### config.mk
export PLATFORM = sky130hd
export DESIGN_NAME = sc_bus_arbiter
export DESIGN_NICKNAME = d
export VERILOG_FILES = /design/src/rtl/sc_bus_arbiter.sv
export SDC_FILE = /design/constraint.sdc
export NUM_CORES = 1
export LEC_CHECK = 0
export BUFFER_PORTS_ARGS = -buffer_cell sky130_fd_sc_hd__buf_2
export CAP_MARGIN = 20
export CORE_MARGIN = 2
export CORE_UTILIZATION = 25
export CTS_CLUSTER_SIZE = 16
export DETAILED_ROUTE_END_ITERATION = 12
export PLACE_DENSITY = 0.5
export SKIP_CTS_REPAIR_TIMING = 1
export SYNTH_ARGS = -nofsm -noshare
export SYNTH_HDL_FRONTEND = slang
export SYNTH_SLANG_ARGS = --single-unit
export TNS_END_PERCENT = 50
### constraint.sdc
create_clock -name clk_i -period 2.81 [get_ports clk_i]
set_input_delay 0.562 -clock clk_i [delete_from_list [all_inputs] [get_ports clk_i]]
set_output_delay 0.562 -clock clk_i [all_outputs]
set_load 0.1 [all_outputs]
### src/rtl/sc_bus_arbiter.sv
// Two-master arbiter for the single-cycle data bus (CPU data port m0, loader/debug port m1).
// Optional round-robin tie-breaking is enabled by defining SC_ARB_RR_EN; otherwise m0 has fixed priority.
module sc_bus_arbiter #(
  parameter int ACK_LAT  = 1,
  parameter int LOCK_MAX = 4
) (
  input  logic        clk_i,
  input  logic        rst_i,
  input  logic        m0_req_i,
  input  logic [31:0] m0_addr_i,
  input  logic [31:0] m0_wdata_i,
  input  logic [3:0]  m0_be_i,
  input  logic        m0_we_i,
  input  logic        m0_lock_i,
  output logic        m0_gnt_o,
  output logic        m0_ack_o,
  output logic [31:0] m0_rdata_o,
  input  logic        m1_req_i,
  input  logic [31:0] m1_addr_i,
  input  logic [31:0] m1_wdata_i,
  input  logic [3:0]  m1_be_i,
  input  logic        m1_we_i,
  input  logic        m1_lock_i,
  output logic        m1_gnt_o,
  output logic        m1_ack_o,
  output logic [31:0] m1_rdata_o,
  output logic [31:0] addr_o,
  output logic [31:0] wdata_o,
  output logic [3:0]  be_o,
  output logic        we_o,
  input  logic [31:0] rdata_i
);

  localparam logic [3:0] CntInit = 4'(ACK_LAT - 1);
  localparam logic [3:0] LockLim = 4'(LOCK_MAX - 1);

  typedef enum logic [1:0] {IDLE = 2'd0, XFER = 2'd1, ACK = 2'd2} state_e;

  state_e      state_q, state_d;
  logic        owner_q, owner_d;
  logic        locked_q, locked_d;
  logic [3:0]  lockCnt_q, lockCnt_d;
  logic [3:0]  cnt_q, cnt_d;
  logic [31:0] addr_q, addr_d;
  logic [31:0] wdata_q, wdata_d;
  logic [3:0]  be_q, be_d;
  logic        we_q, we_d;
  logic        ack0_q, ack0_d;
  logic        ack1_q, ack1_d;
  logic [31:0] rdata0_q, rdata0_d;
  logic [31:0] rdata1_q, rdata1_d;

  logic req0Ok, req1Ok, pick1, lockReq;

  // While locked, only the current owner may compete for the next transfer.
  assign req0Ok  = m0_req_i && !(locked_q && owner_q);
  assign req1Ok  = m1_req_i && !(locked_q && !owner_q);
  assign lockReq = owner_q ? m1_lock_i : m0_lock_i;

`ifdef SC_ARB_RR_EN
  assign pick1 = req1Ok && (!req0Ok || !owner_q);
`else
  assign pick1 = req1Ok && !req0Ok;
`endif

  always_ff @(posedge clk_i) begin
    if (rst_i) begin
      state_q   <= IDLE;
      owner_q   <= 1'b1;
      locked_q  <= 1'b0;
      lockCnt_q <= 4'd0;
      cnt_q     <= 4'd0;
      addr_q    <= 32'd0;
      wdata_q   <= 32'd0;
      be_q      <= 4'd0;
      we_q      <= 1'b0;
      ack0_q    <= 1'b0;
      ack1_q    <= 1'b0;
      rdata0_q  <= 32'd0;
      rdata1_q  <= 32'd0;
    end else begin
      state_q   <= state_d;
      owner_q   <= owner_d;
      locked_q  <= locked_d;
      lockCnt_q <= lockCnt_d;
      cnt_q     <= cnt_d;
      addr_q    <= addr_d;
      wdata_q   <= wdata_d;
      be_q      <= be_d;
      we_q      <= we_d;
      ack0_q    <= ack0_d;
      ack1_q    <= ack1_d;
      rdata0_q  <= rdata0_d;
      rdata1_q  <= rdata1_d;
    end
  end

  always_comb begin
    state_d   = state_q;
    owner_d   = owner_q;
    locked_d  = locked_q;
    lockCnt_d = lockCnt_q;
    cnt_d     = cnt_q;
    addr_d    = addr_q;
    wdata_d   = wdata_q;
    be_d      = be_q;
    we_d      = we_q;
    ack0_d    = 1'b0;
    ack1_d    = 1'b0;
    rdata0_d  = rdata0_q;
    rdata1_d  = rdata1_q;

    unique case (state_q)
      IDLE: begin
        if (req0Ok || req1Ok) begin
          state_d = XFER;
          owner_d = pick1;
          cnt_d   = CntInit;
          addr_d  = pick1 ? m1_addr_i  : m0_addr_i;
          wdata_d = pick1 ? m1_wdata_i : m0_wdata_i;
          be_d    = pick1 ? m1_be_i    : m0_be_i;
          we_d    = pick1 ? m1_we_i    : m0_we_i;
        end
      end
      XFER: begin
        // The write strobe only lives for the first command cycle.
        we_d = 1'b0;
        if (cnt_q == 4'd0) begin
          state_d = ACK;
          addr_d  = 32'd0;
          wdata_d = 32'd0;
          be_d    = 4'd0;
          if (owner_q) begin
            rdata1_d = rdata_i;
            ack1_d   = 1'b1;
          end else begin
            rdata0_d = rdata_i;
            ack0_d   = 1'b1;
          end
        end else begin
          cnt_d = cnt_q - 4'd1;
        end
      end
      ACK: begin
        state_d = IDLE;
        if (lockReq && (lockCnt_q < LockLim)) begin
          locked_d  = 1'b1;
          lockCnt_d = lockCnt_q + 4'd1;
        end else begin
          locked_d  = 1'b0;
          lockCnt_d = 4'd0;
        end
      end
      default: state_d = IDLE;
    endcase
  end

  assign m0_gnt_o   = (state_q != IDLE) && !owner_q;
  assign m1_gnt_o   = (state_q != IDLE) && owner_q;
  assign m0_ack_o   = ack0_q;
  assign m1_ack_o   = ack1_q;
  assign m0_rdata_o = rdata0_q;
  assign m1_rdata_o = rdata1_q;
  assign addr_o     = addr_q;
  assign wdata_o    = wdata_q;
  assign be_o       = be_q;
  assign we_o       = we_q;

endmodule
Word-level counts from Yosys, hierarchy flattened --
Cells that the tools add are included. W data, S select, Z words.
Storage, ports and cells: flip-flop bits (word level) 147, input bits 176, output and inout bits 137, logic and storage cells 74
Operators by class: bitwise gates (word level) 3, add/sub/neg operators 2, magnitude comparators 1, reduce and logical (&&, ||, !) cells 25, mux-type cells 25, equality and inequality tests 5
Operator list (number):
- $mux W32 | 5
- $pmux W32 S2 | 2
- $mux W4 | 6
- $pmux W4 S2 | 2
- $reduce_and A3 Y1 | 4
- $logic_and A1 B1 Y1 | 8
- $mux W1 | 6
- $ne A2 B2 Y1 const B | 3
- $reduce_and A2 Y1 | 3
- $add A4 B1 Y4 const B | 1
- $logic_not A1 Y1 | 4
- $logic_not A4 Y1 | 1
- $lt A4 B2 Y1 const B | 1
- $mux W2 | 2
- $pmux W2 S2 | 1
- $reduce_bool A2 Y1 | 2
- $sub A4 B1 Y4 const B | 1
- $not A1 Y1 | 3
- $reduce_or A3 Y1 | 1
- $eq A2 B1 Y1 const B | 1
- $eq A2 B2 Y1 const B | 1
- $logic_not A2 Y1 | 1
- $pmux W1 S2 | 1
- $logic_or A1 B1 Y1 | 1

Longest topological paths before layout --
Gate-level depths: netlist (run 1).
depth in word-level cells 8, gate-level depth with buffers 8, depth with buffers taken out 6

Least setup slack after synthesis (run 1) --
OpenSTA, ideal clock, no wires.
path type reg-to-output, start point register state_q[0], end point output m0_gnt_o, required time 2248 ps, arrival time 1957 ps, path slack 291 ps, path buffers 1, stages on the path, launching flop included 4, path through dfxtp_1 clkbuf_1 nor2_1 nor2_1
Between the ends: longest elaborated chain between the ends 2
Ends and longest elaborated chain:
- start: declaration | line 39 | state_e state_q, state_d;
- start signal: assignment | line 82 | state_q <= state_d;
- $reduce_bool A2 Y1 | line 158 | assign m0_gnt_o = (state_q != IDLE) && !owner_q;
- $logic_and A1 B1 Y1 | line 158
- end: declaration | line 15 | output logic m0_gnt_o,
No other way between the ends.

Worst setup path after layout (run 1) --
start point register owner_q, end point output m1_gnt_o
Between the ends: longest elaborated chain between the ends 1
Ends and longest elaborated chain:
- start: declaration | line 40 | logic owner_q, owner_d;
- start signal: assignment | line 83 | owner_q <= owner_d;
- $logic_and A1 B1 Y1 | line 159 | assign m1_gnt_o = (state_q != IDLE) && owner_q;
- end: declaration | line 24 | output logic m1_gnt_o,
No other way between the ends.

==> out/metrics.cfg, run 1 <==
[drt]
firstDrtPassIters=4
drt_wl_total_um=20700
drc=0
ant_nets=0
drt-initial-drc-count=328
num_vias=6286
via_per_inst=4.61
wl_per_cell_um=15.1

[critical_path]
cp_max_fo=8
cp-end-kind=output port
worstPathRequired_ps=2250
critPathMaxStageDelay_ps=530
path_class=flop to output port
worstPathCellList=inv_1, nor2_1, buf_2
crit_path_start_kind=flop
slowest_stage=dfxtp_1
crit_arrival_ps=1720

[placement]
placement.io_buffers=312
placed_area_sq_mm=0.00784
place_ws_ps=538
place.detailed.hpwl_um=14300
gp_congestion=0.771

[final_layout]
synthToLayoutAreaGrowth_pct=42.1
nNetsFinal=1212
multi_input_area_sq_mm=0.00270
final_area_sq_mm=0.00843
nFillCells=2571
seq_area_sq_mm=0.00294
final_layout_size_suffix_gt1_frac=0.352

[sta]
finClkSkew_ps=13.5
final_hold_viol_count=0
setup_viol=0
post-route-period-util=0.811
rsz0062_at_grt=no
fmax_mhz=439
period_needed_ps=2280
slew_headroom=0.572
fin_ws_ps=532
worst_pin_slew_ps=642
final_max_slew_viol_count=0
tns_ps=0

[synthesis]
synth_top_area_frac=0.496
synth_edf_count=0
synthCells=752
yosys-top-cells-area=dfxtp_1 (50%), nand2_1 (17%), a21oi_1 (12%), a311oi_1 (10%), clkbuf_1 (2.9%)
async_flop_share=0
ys_seq_area_frac=0.496
yosysUniqueCellTypes=33
ys_ff_latch=147
synth_area_leader_cell=dfxtp_1
synthesis.area_sq_mm=0.00593
post_synth.cell_area_avg_sq_um=7.89
synth_flop_cell=dfxtp_1
yosysWarnings=0
syn_nets=931

[clocking]
cts-buffers-inserted=17
cts-root-buf=clkbuf_16
insertion_delay_ps=420
htreeDepth=4
numClockSinks=147
cts_buffer_depth=2
cts_tree=yes
clk_pin_slew_ps=60

[grt]
track_usage=0.160
grt_max_degree=112
grt_first_pass_wirelength_um=31700
grt.overflow.total=0
grt_pass1_vias=5989
antenna_found_initial=2

[worst_hold_path]
hold_class=input port to flop

[floorplan]
io_pins=313
start_util=0.253
die_area_sq_mm=0.0250
die_h_um=158
die-width_um=158
fp.coreArea_sq_mm=0.0234
rows=56

[run_status]
status=complete, no violations

[flow_run]
max_cap_violations=0

cells in the mapped netlist (4+ instances only):
master / n
buf_2: 16
buf_4: 5
a311oi_1: 69
nand2_1: 274
clkbuf_1: 46
nand3_1: 4
dfxtp_1: 147
nor3_1: 4
nor2_1: 10
inv_1: 5
a21oi_1: 140
per-stage QoR:
step	hold slack [ps]	cells	util
floorplan	416	752	-
global placement	438	1333	0.335
detailed placement	443	1333	0.335
CTS	370	1364	0.360
global route	376	1365	0.360
finish	392	1365	0.360
layer usage:
metal  global-route usage  routed length [um]  part of all wire  up-vias
met3               0.0537                1860             0.090       20
met4               0.0515                 348             0.017        2
met2                0.267                9400              0.46      256
met5                    0                  11           0.00053        -
li1                     -                   -                 -     3164
met1                0.195                9030              0.44     2844
area by class of cell:
type,instances,share of cell area
multi-input cells,532,0.321
flip-flops and latches,147,0.349
repair buffers,330,0.211
diodes,1,0.000297
clock buffers,18,0.0509
well taps,319,0.0474
inverters,5,0.00223
clock inverters,13,0.0190
sequential cells by signal, summed over array words and instances, names as in the netlist, 2 cells and up:
name and count:
wdata_o 32, state_q 2, lockCnt_q 4, cnt_q 4, m1_rdata_o 32, addr_o 32, m0_rdata_o 32, be_o 4
placed cells by master (no fill, tap or decap), types with 2 or more instances in the layout:
cell / Yosys / routed
a311oi_1: 69 / 69
clkinvlp_4: 0 / 2
nor3_2: 0 / 2
bufinv_16: 0 / 3
nor3_1: 4 / 2
dfxtp_1: 147 / 147
clkinv_4: 0 / 3
nor2b_1: 3 / 3
inv_1: 5 / 5
or3_1: 3 / 3
clkbuf_16: 0 / 17
clkinv_2: 0 / 4
nand3_1: 4 / 4
a21oi_1: 140 / 140
mux2i_1: 2 / 2
buf_2: 16 / 311
nand2b_1: 2 / 2
nor2_1: 10 / 10
nand2_1: 274 / 273
buf_4: 5 / 13
nor3b_1: 2 / 2
nand3b_1: 2 / 2
buf_12: 0 / 6
ha_1: 3 / 3
worst max-delay path: cells and delay by family, from the launching register on:
family,cells,cell delay (ps)
buffers and inverters,2,600
flip-flops,1,530
AND/OR/NAND/NOR,1,150
final timing paths:
check / slack [ps] / start / to / cells past startpoint
max reg2reg: 660 / owner_q / wdata_o[16] / 5
min: 390 / rdata_i[16] / m1_rdata_o[16] / 3
min reg2reg: 450 / m0_rdata_o[30] / m0_rdata_o[30] / 2
max: 530 / owner_q / m1_gnt_o / 3
kinds of logic after synthesis:
group                    synth area share
buffers and inverters              0.0527
multiplexers                      0.00337
AND/OR/NAND/NOR                     0.207
adder cells (fa/ha/maj)           0.00633
AO/OA/AOI/OAI                       0.234
flip-flops                          0.496
Power of run 1 is left out: the tool's default activity adds up to more than one toggle a clock period on the data nets, which glitch-free logic cannot reach.
==> inputs of run 2 (changes only) <==
--- a/config.mk
+++ b/config.mk
@@ -5,13 +5,14 @@
 export SDC_FILE = /design/constraint.sdc
 export NUM_CORES = 1
 export LEC_CHECK = 0
+export ABC_AREA = 1
 export BUFFER_PORTS_ARGS = -buffer_cell sky130_fd_sc_hd__buf_2
 export CAP_MARGIN = 20
 export CORE_MARGIN = 2
 export CORE_UTILIZATION = 25
 export CTS_CLUSTER_SIZE = 16
 export DETAILED_ROUTE_END_ITERATION = 12
-export PLACE_DENSITY = 0.5
+export PLACE_DENSITY = 0.48
 export SKIP_CTS_REPAIR_TIMING = 1
 export SYNTH_ARGS = -nofsm -noshare
 export SYNTH_HDL_FRONTEND = slang
==> constraint.sdc (replaced) <==
create_clock -name clk_i -period 2.2 [get_ports clk_i]
set_input_delay 0.44 -clock clk_i [delete_from_list [all_inputs] [get_ports clk_i]]
set_output_delay 0.44 -clock clk_i [all_outputs]
set_load 0.1 [all_outputs]
==> out/metrics.cfg, run 2 <==
[power_and_ir_drop]
switching_power_mw=6.95
swShare=0.529
p_leak_nw=4.85
power_frac_comb=0.499
powerDensity_mw_per_mm2=1410
peakVddDrop_v=0.000556
clkPwrFrac=0.236
p_seq_frac=0.265
intPower_mw=6.19

[grt]
grt.overflow.total=0
grt_first_pass_wirelength_um=35800
grt_pass1_vias=6527
track_usage=0.158
antenna_found_initial=1
grt_max_degree=77

[synthesis]
yosysUniqueCellTypes=19
yosys-top-cells-area=dfxtp_1 (44%), nand3_1 (11%), inv_1 (8.4%), nor2_1 (8.2%), nand4_1 (6.4%)
post_synth.cell_area_avg_sq_um=6.82
synthCells=988
ys_ff_latch=147
ys_seq_area_frac=0.437
synth.most_common_cell=inv_1
synth_flop_cell=dfxtp_1
synth_xor_area_frac=0
yosysWarnings=0
synth_compound_area_frac=0.108
synth_fa_ha_area_frac=0.00557
synth_area_leader_cell=dfxtp_1
syn_nets=1167
synth.area.mux_share=0
synth_top_family_by_area=simple AND/OR/NAND/NOR gates
synth_top_area_frac=0.437
yosys.area_share.simple=0.314
async_flop_share=0
ys_top_cells_by_count=inv_1 (150), dfxtp_1 (147), nor2_1 (147)
synth_edf_count=0
synthesis.area_sq_mm=0.00674

[sta]
fmax_mhz=509
setup_viol=0
final_max_slew_viol_count=0
worst_pin_slew_ps=529
holdWs_ps=292
final_hold_viol_count=0
finClkSkew_ps=9.89
period_needed_ps=1960
post-route-period-util=0.892
tns_ps=0
rsz0062_at_grt=no
slew_headroom=0.650

[final_layout]
final_common_cell=buf_2
synthToLayoutAreaGrowth_pct=38.0
final_cell_mix=buf_2 (312), inv_1 (150), nor2_1 (147), dfxtp_1 (147), nand3_1 (144)
utilization=0.348
nNetsFinal=1442
finalNonFillerCells=1619
final_layout_size_suffix_gt1_frac=0.294
final_area_sq_mm=0.00930

[clocking]
cts_tree=yes
cts-root-buf=clkbuf_16
htreeDepth=4
cts-buffers-inserted=17
clk_pin_slew_ps=70
cts_buffer_depth=2
insertion_delay_ps=420
numClockSinks=147

[worst_hold_path]
hp-start=rdata_i[8]
holdPathEnd=m0_rdata_o[8]
hold_depth=3
hold_class=input port to flop

[floorplan]
start_util=0.252
die_h_um=168
fp.coreArea_sq_mm=0.0267
rows=60
die_area_sq_mm=0.0283
io_pins=313
die-width_um=168

[critical_path]
r2r_cells=10
cp_max_fo=6
crit_path_start_kind=flop
reg2reg_slack_ps=510
regToRegEndpoint=m1_rdata_o[21]
crit_arrival_ps=1520
worstPathRequired_ps=1760
path_class=flop to output port
cp-end-kind=output port
rr_startpoint=cnt_q[0]

[run_status]
status=complete, no violations

[drt]
wl_per_cell_um=14.2
num_vias=7289
drt_wl_total_um=23000
drc=0
firstDrtPassIters=6
ant_nets=0
via_per_inst=4.50
drt-initial-drc-count=441

[placement]
placed_area_sq_mm=0.00868
dpl.cell_count=1585
gp_congestion=0.796
place.detailed.hpwl_um=16300
placement.io_buffers=312

[flow_run]
max_cap_violations=0

[run 2: layout make-up]
| type | instances | area (sq um) |
|---|---|---|
| multi-input combinational | 611 | 2880 |
| clock inverter | 15 | 191 |
| clock buffer | 17 | 425 |
| inverter | 152 | 571 |
| fill | 2983 | 17400 |
| antenna | 2 | 5.00 |
| sequential | 147 | 2940 |
| tap | 341 | 427 |
| timing repair buffer | 334 | 1850 |
[run 2: how the worst max path moves through the flow]
stage / startpoint / to / cells after the start
2_1_floorplan: owner_q / m1_gnt_o / 2
3_3_place_gp: cnt_q[0] / m1_rdata_o[23] / 10
3_5_place_dp: cnt_q[0] / m1_rdata_o[21] / 10
4_1_cts: owner_q / m1_gnt_o / 3
5_1_grt: owner_q / m1_gnt_o / 3
6_report: owner_q / m1_gnt_o / 3
[run 2: power by group through the flow]
stage | combinational, mW | clock [mW] | sequential [mW]
6_report | 6.55 | 3.10 | 3.49
3_3_place_gp | 6.59 | 0 | 3.55
4_1_cts | 6.61 | 3.20 | 3.50
2_1_floorplan | 1.75 | 0 | 7.09
5_1_grt | 6.94 | 3.32 | 3.56
3_5_place_dp | 6.60 | 0 | 3.55
[run 2: cells by family after synthesis]
kind of cell,Yosys count
AO/OA/AOI/OAI,143
adder cells (fa/ha/maj),3
AND/OR/NAND/NOR,465
flip-flops,147
buffers and inverters,230
[run 2: critical path: stages (launching register included)]
cell and delay, ps:
dfxtp_1 440, inv_2 90, nor2_1 130, buf_2 440
[run 2: layer usage]
layer | share of wire | GRT usage | up-vias
met5 | 0.00057 | 0 | -
met4 | 0.0085 | 0.0405 | 2
met3 | 0.088 | 0.0552 | 12
met2 | 0.45 | 0.255 | 269
met1 | 0.45 | 0.203 | 3265
li1 | - | - | 3741
[run 2: metrics by stage]
step | setup WS, ps | power, mW
floorplan | 34.2 | 8.85
global placement | 548 | 10.1
detailed placement | 493 | 10.2
CTS | 207 | 13.3
global route | 123 | 13.8
finish | 237 | 13.1
Power figures use the tool's default switching activity.
==> inputs of run 3 (changes only) <==
==> constraint.sdc (replaced) <==
create_clock -name clk_i -period 2.2 [get_ports clk_i]
set_input_delay 0.55 -clock clk_i [delete_from_list [all_inputs] [get_ports clk_i]]
set_output_delay 0.55 -clock clk_i [all_outputs]
set_load 0.1 [all_outputs]
==> out/metrics.cfg, run 3 (synthesized netlist as in run 2, its figures left out) <==
[run_status]
status=complete, no violations

[critical_path]
regToRegEndpoint=addr_o[2]
crit_path_start_kind=flop
worstPathRequired_ps=1650
reg2reg_slack_ps=380
cp_max_fo=6
rr_startpoint=owner_q
cp-end-kind=output port
r2r_cells=6
crit_arrival_ps=1540
path_class=flop to output port

[drt]
num_vias=7438
via_per_inst=4.58
drc=0
drt-initial-drc-count=354
drt_wl_total_um=24400
ant_nets=0
wl_per_cell_um=15.0
firstDrtPassIters=6

[grt]
track_usage=0.168
grt_pass1_vias=6936
grt.overflow.total=0
grt_first_pass_wirelength_um=38100
grt_max_degree=77
antenna_found_initial=1

[placement]
place_ws_ps=262
gp_congestion=0.786
place.detailed.hpwl_um=16600
placement.io_buffers=312

[floorplan]
die_area_sq_mm=0.0283
fp.coreArea_sq_mm=0.0267
rows=60
die_h_um=168
io_pins=313
start_util=0.252
die-width_um=168

[sta]
fmax_mhz=478
fin_ws_ps=107
tns_ps=0
final_hold_viol_count=0
period_needed_ps=2090
rsz0062_at_grt=no
post-route-period-util=0.951
final_max_slew_viol_count=0
finClkSkew_ps=14.1
worst_pin_slew_ps=928
slew_headroom=0.381
setup_viol=0

[flow_run]
max_cap_violations=0

[clocking]
clk_pin_slew_ps=70
cts-buffers-inserted=17
cts-root-buf=clkbuf_16
numClockSinks=147
htreeDepth=4
cts_tree=yes
cts_buffer_depth=2
insertion_delay_ps=420

[final_layout]
final_layout_size_suffix_gt1_frac=0.297
synthToLayoutAreaGrowth_pct=38.7
final_common_cell=buf_2
nNetsFinal=1447
final_cell_mix=buf_2 (312), inv_1 (150), dfxtp_1 (147)

[power_and_ir_drop]
powerDensity_mw_per_mm2=1420
p_leak_nw=4.88
power_mw=13.3
peakVddDrop_v=0.000526

[worst_hold_path]
holdPathEnd=m1_rdata_o[3]
hp-start=rdata_i[3]
hold_depth=3
hold_class=input port to flop

[run 3: changes by cell type in the layout (fill, tap and decap cells not counted), sizes merged]
cell / before / now
inv: 159 / 160
buf: 334 / 339
bufinv: 3 / 2
diode: 2 / 1
[run 3: how the worst max path moves through the flow]
stage / start / to / slack [ps] / depth (start not counted)
2_1_floorplan: state_q[0] / m0_gnt_o / -30 / 2
3_3_place_gp: m1_req_i / wdata_o[17] / 310 / 6
3_5_place_dp: m1_req_i / wdata_o[12] / 260 / 6
4_1_cts: owner_q / m1_gnt_o / 70 / 3
5_1_grt: owner_q / m1_gnt_o / 30 / 3
6_report: owner_q / m1_gnt_o / 110 / 3
[run 3: critical path: stages, from the launching register on]
cell and delay [ps]:
dfxtp_1 460, inv_2 110, nor2_2 130, buf_2 430
[run 3: stage by stage]
stage,hold WS [ps],cells,cell area [sq um],utilization
3_5_place_dp,430,1590,8750,0.328
5_1_grt,390,1622,9340,0.350
3_3_place_gp,428,1590,8750,0.328
4_1_cts,375,1622,9340,0.350
2_1_floorplan,419,988,6740,-
6_report,395,1623,9350,0.350
[run 3: power breakdown]
part / internal [mW] / total (mW) / switching (mW)
Sequential: 3.21 / 3.49 / 0.286
Clock: 1.70 / 3.01 / 1.30
Combinational: 1.30 / 6.76 / 5.45
[run 3: final cells by class]
type	instances	area (sq um)
fill	3014	17400
sequential	147	2940
multi-input combinational	611	2890
timing repair buffer	339	1930
inverter	152	571
tap	341	427
clock buffer	17	425
clock inverter	15	165
antenna	1	2.50
[run 3: metal layers]
metal | global-route usage | routed length [um] | vias up
li1 | - | - | 3752
met1 | 0.222 | 11300 | 3399
met2 | 0.261 | 10700 | 267
met3 | 0.0538 | 1940 | 20
met4 | 0.0532 | 423 | 0
met5 | 0 | 0 | -
